--- src/rtl/uart_rx_fifo.sv ---
// uart_rx_fifo
// Receive-side buffer between the buart receiver and the CPU IO page.
// Each byte presented by buart is acknowledged with a single uart_rd pulse
// and stored in a small first-word-fall-through FIFO. This keeps input from
// being lost while firmware is busy elsewhere.
//
// Ports:
//   clk           system clock
//   reset_button  asynchronous, active-low reset
//   uart_valid    buart holds a received byte (held until acknowledged)
//   uart_data     buart received byte, stable while uart_valid
//   uart_rd       one-cycle acknowledge pulse to buart
//   pop           CPU read strobe; removes the head byte
//   flush         synchronous discard of all stored bytes
//   clr_overflow  synchronous clear of the overflow flag
//   rdata         head byte, 8'h00 when empty
//   empty         level == 0
//   full          level == 2**DEPTH_LOG2
//   level         number of stored bytes
//   overflow      sticky: a byte was dropped because the FIFO was full
module uart_rx_fifo #(
    parameter int DEPTH_LOG2 = 4
) (
    input  logic                  clk,
    input  logic                  reset_button,
    input  logic                  uart_valid,
    input  logic [7:0]            uart_data,
    output logic                  uart_rd,
    input  logic                  pop,
    input  logic                  flush,
    input  logic                  clr_overflow,
    output logic [7:0]            rdata,
    output logic                  empty,
    output logic                  full,
    output logic [DEPTH_LOG2:0]   level,
    output logic                  overflow
);

    localparam int DEPTH = 1 << DEPTH_LOG2;
    localparam logic [DEPTH_LOG2:0] FULL_LEVEL = (DEPTH_LOG2 + 1)'(DEPTH);

    typedef enum logic {
        IDLE,
        HOLDOFF
    } state_t;

    state_t state;
    state_t state_next;

    logic                  intake;
    logic                  eff_pop;
    logic                  write_ok;
    logic                  drop;
    logic [DEPTH_LOG2-1:0] wr_ptr;
    logic [DEPTH_LOG2-1:0] rd_ptr;
    logic [7:0]            mem [DEPTH];

    always_ff @(posedge clk or negedge reset_button) begin
        if (!reset_button) begin
            state <= IDLE;
        end else begin
            state <= state_next;
        end
    end

    // HOLDOFF covers the cycle in which buart still shows valid after
    // seeing rd, so the same byte is never taken twice.
    always_comb begin
        state_next = state;
        intake     = 1'b0;
        case (state)
            IDLE: begin
                if (uart_valid) begin
                    intake     = 1'b1;
                    state_next = HOLDOFF;
                end
            end
            HOLDOFF: begin
                state_next = IDLE;
            end
            default: begin
                state_next = IDLE;
            end
        endcase
    end

    // Gated by reset so the acknowledge drops immediately when reset asserts,
    // even if buart is still holding valid.
    assign uart_rd = intake & reset_button;

    // Flush overrides everything: a coincident pop is ignored and a
    // coincident intake is acknowledged but its byte is thrown away without
    // touching overflow. A pop frees a slot, so push+pop while full is legal.
    always_comb begin
        eff_pop  = pop & ~empty & ~flush;
        write_ok = intake & ~flush & (~full | eff_pop);
        drop     = intake & ~flush & full & ~eff_pop;
    end

    always_ff @(posedge clk) begin
        if (write_ok) begin
            mem[wr_ptr] <= uart_data;
        end
    end

    always_ff @(posedge clk or negedge reset_button) begin
        if (!reset_button) begin
            wr_ptr <= '0;
            rd_ptr <= '0;
            level  <= '0;
        end else if (flush) begin
            wr_ptr <= '0;
            rd_ptr <= '0;
            level  <= '0;
        end else begin
            if (write_ok) begin
                wr_ptr <= wr_ptr + DEPTH_LOG2'(1);
            end
            if (eff_pop) begin
                rd_ptr <= rd_ptr + DEPTH_LOG2'(1);
            end
            case ({write_ok, eff_pop})
                2'b10:   level <= level + (DEPTH_LOG2 + 1)'(1);
                2'b01:   level <= level - (DEPTH_LOG2 + 1)'(1);
                default: level <= level;
            endcase
        end
    end

    // A new drop takes precedence over a clear in the same cycle.
    always_ff @(posedge clk or negedge reset_button) begin
        if (!reset_button) begin
            overflow <= 1'b0;
        end else if (drop) begin
            overflow <= 1'b1;
        end else if (clr_overflow) begin
            overflow <= 1'b0;
        end
    end

    assign empty = (level == '0);
    assign full  = (level == FULL_LEVEL);
    assign rdata = empty ? 8'h00 : mem[rd_ptr];

endmodule

--- config.mk ---
export PLATFORM = sky130hd
export DESIGN_NAME = uart_rx_fifo
export DESIGN_NICKNAME = d
export VERILOG_FILES = /design/src/rtl/uart_rx_fifo.sv
export SDC_FILE = /design/constraint.sdc
export NUM_CORES = 1
export LEC_CHECK = 0
export CORE_UTILIZATION = 59
export DETAILED_ROUTE_END_ITERATION = 16
export MAX_ROUTING_LAYER = met4
export PLACE_DENSITY = 0.79
export SYNTH_ARGS = -nofsm -noshare
export SYNTH_HDL_FRONTEND = slang
export SYNTH_SLANG_ARGS = --single-unit
--- constraint.sdc ---
create_clock -name clk -period 3.6 [get_ports clk]
set_input_delay 0.36 -clock clk [delete_from_list [all_inputs] [get_ports clk]]
set_output_delay 0.36 -clock clk [all_outputs]
set_load 0.05 [all_outputs]
==> flow_summary_export.csv <==
group,metric,value,unit
detailed_routing,viasPerCell,5.953,
power,irDropWorstVdd,0.4653,mV
critical_path,cpPeakStageDelay,730,ps
finish,syn_to_final_growth,17.75,%
finish,nets,385,
die,boundaryPins,31,
detailed_routing,drtAntennaViolNets,0,
critical_path,critical_path.slowest_cell,"clkdlybuf4s50_1",
die,die_h,102.1,um
clocking,cts.sinks,143,
clocking,clock_path_buffers,2,
critical_path,crit_path_end_kind,"output port",
sta,fin_crit_sh,94.81,%
logic_synthesis,synth.largest_area_cell,"edfxtp_1",
logic_synthesis,synth_area_leaders,"edfxtp_1 65%, mux4_2 12%, dfrtp_1 6.3%",
logic_synthesis,synth_fp_nets,339,
die,dieArea,10430,sq um
logic_synthesis,netlist_area,5913,sq um
hold_path,hp-class,"primary input to async pin",
power,p_leak,2.319,nW
clocking,cts_tree,"done",
detailed_routing,wire_per_inst,21.64,um
critical_path,worstPathMaxFanout,25,
die,start_util,60.78,%
logic_synthesis,synth_warnings,0,
critical_path,rrSetupSlack,820,ps
global_route,grt_max_degree,26,
clocking,cts_resized,0,
clocking,clkTransAtPathRegs,60,ps
clocking,holdBufCountCts,0,
placed_design,dp_cells,478,
finish,antennaDiodeCount,0,
sta,setup_ws,187.0,ps
sta,finalHoldViolations,0,
detailed_routing,drtIter0Drc,205,
clocking,cts_root_buffer,"clkbuf_8",
die,die_w,102.1,um
global_route,track_usage,24.68,%
critical_path,start_kind,"register",
clocking,clk_latency,520,ps
placed_design,placed_area,6415,sq um
logic_synthesis,syn_inst,318,
finish,stdcell_count,510,
detailed_routing,wl,11040,um
global_route,grt_pass1_vias,3082,
finish,final_common_cell,"edfxtp_1",
finish,final_cell_mix,"128 x edfxtp_1, 32 x mux4_2, 30 x clkdlybuf4s50_1, 20 x mux2i_1, 16 x clkbuf_16",
critical_path,crit_type,"register to output port",
power,cellPowerDensity,698.7,nW/um^2
logic_synthesis,ys_ff_latch,143,
sta,finalClockSkew,8.432,ps
finish,drive_above_1_share,22.02,%
sta,finalMaxSlewViolations,0,
clocking,htree_levels,4,
global_route,grt_pass1_wl,16980,um
detailed_routing,drc,0,
global_route,antenna_found_initial,0,
die,rows,36,
critical_path,arrival,3050,ps
die,core_region_area,9729,sq um
sta,setup_violations,0,
sta,slew_headroom,28.06,%
logic_synthesis,synth-seq-area-share,71.35,%
logic_synthesis,synth_cell_types,43,
global_route,overflow,0,
logic_synthesis,synth_area_per_cell,18.59,sq um
flow_run,drv_cap,0,
placed_design,dp_hpwl,6853,um
finish,stdcell_area,6963,sq um
critical_path,startpoint,"rd_ptr[0]",
logic_synthesis,synth_top_area_share,65.00,%
critical_path,worstRegToRegCells,9,
critical_path,r2r-start,"level[1]",
status,outcome,"finished clean",
critical_path,critPathRequiredTime,3240,ps
detailed_routing,firstDrtPassIters,4,
sta,fin_tns_setup,0,ps
detailed_routing,vias,3036,
sta,fmax,293.0,MHz
placed_design,pre_cts_slack,695.0,ps
critical_path,crit_path_end,"rdata[6]",
clocking,postCtsSetupBuffers,0,
critical_path,path_cells,"buf_12, mux4_2, mux2i_1, o22ai_1, clkdlybuf4s50_1",
sta,worst_slew_pin_slew,1079,ps
critical_path,rr_endpoint,"level[4]",
placed_design,globalplace.congestion,0.7725,
clocking,cts_made_buffers,17,
sta,rsz0062_at_grt,"no",
placed_design,portBuffers,30,
finish,fillers,618,
sta,fin_crit,3413,ps
cells in the mapped netlist:
master	n
mux2i_1	20
o31ai_1	1
nand3_1	4
xor2_1	5
a31oi_1	1
nand4_1	1
nor3_1	6
nand2_1	6
o21ai_0	4
clkbuf_8	1
and2_1	10
a22oi_2	1
a32o_1	1
clkbuf_1	7
or3_1	3
a22oi_1	1
o22ai_1	8
a31o_2	1
dfrtp_1	15
clkbuf_4	1
or4_4	1
inv_1	13
or2_2	1
nor4_2	1
xnor2_1	1
mux4_2	32
a221oi_1	1
nor3b_1	1
o21a_1	2
nand2b_1	3
buf_1	2
nor2_1	13
a311oi_2	1
o211ai_4	1
buf_6	1
a21oi_1	5
buf_2	3
and2b_1	1
ha_1	7
edfxtp_1	128
and3_1	1
or3_2	1
and3b_1	1
layer usage:
layer / up-vias / track usage (%) / share of wire (%)
li1: 1362 / - / -
met1: 1554 / 31.41 / 42
met2: 102 / 38.67 / 51
met3: 18 / 5.404 / 5.1
met4: 0 / 10.77 / 1.4
met5: - / - / 0
logic make-up after synthesis:
logic type | count (synthesis) | synth area share (%)
simple gates | 54 | 4.994
buf+inv | 28 | 2.201
mux | 52 | 15.57
xor+xnor | 6 | 0.8887
compound gates | 28 | 3.512
fa+ha+maj | 7 | 1.481
flops | 143 | 71.35
area by class of cell:
cell class	count	area [sq um]	area share, %
clock inverters	14	130.1	1.869
clock buffers	18	417.9	6.002
inverters	13	48.80	0.7008
well taps	133	166.4	2.390
repair buffers	42	415.4	5.966
flip-flops and latches	143	4220	60.61
multi-input cells	147	1564	22.46
worst max-delay path: cells and delay by family (launching register included):
family,cells,cell delay (ps)
mux,2,730
compound gates,1,160
flops,1,610
buf+inv,2,1010
sequential cells by signal (all words and copies together), names as in the netlist:
signal	count
level	5
state	1
wr_ptr	4
overflow	1
rd_ptr	4
mem	128
where the power goes:
group          switching [W]  internal [W]  total [W]
Sequential         0.0000870       0.00184    0.00193
Combinational       0.000760      0.000572    0.00133
Clock               0.000675      0.000926    0.00160
Total                0.00152       0.00334    0.00486
through the flow:
stage               hold WS (ps)  utilization, %  power [W]
floorplan                  64.41               -   0.002944
global placement           488.7           65.93   0.003275
detailed placement         506.3           65.93   0.003301
CTS                        159.6           71.57   0.004904
global route               180.3           71.57   0.005051
finish                     161.6           71.57   0.004865
how the worst min path moves through the flow:
stage	slack [ps]	to
2_1_floorplan	60	level[0]
3_3_place_gp	490	overflow
3_5_place_dp	510	overflow
4_1_cts	160	level[0]
5_1_grt	180	level[0]
6_report	160	level[3]
(Power assumes the default switching activity.)
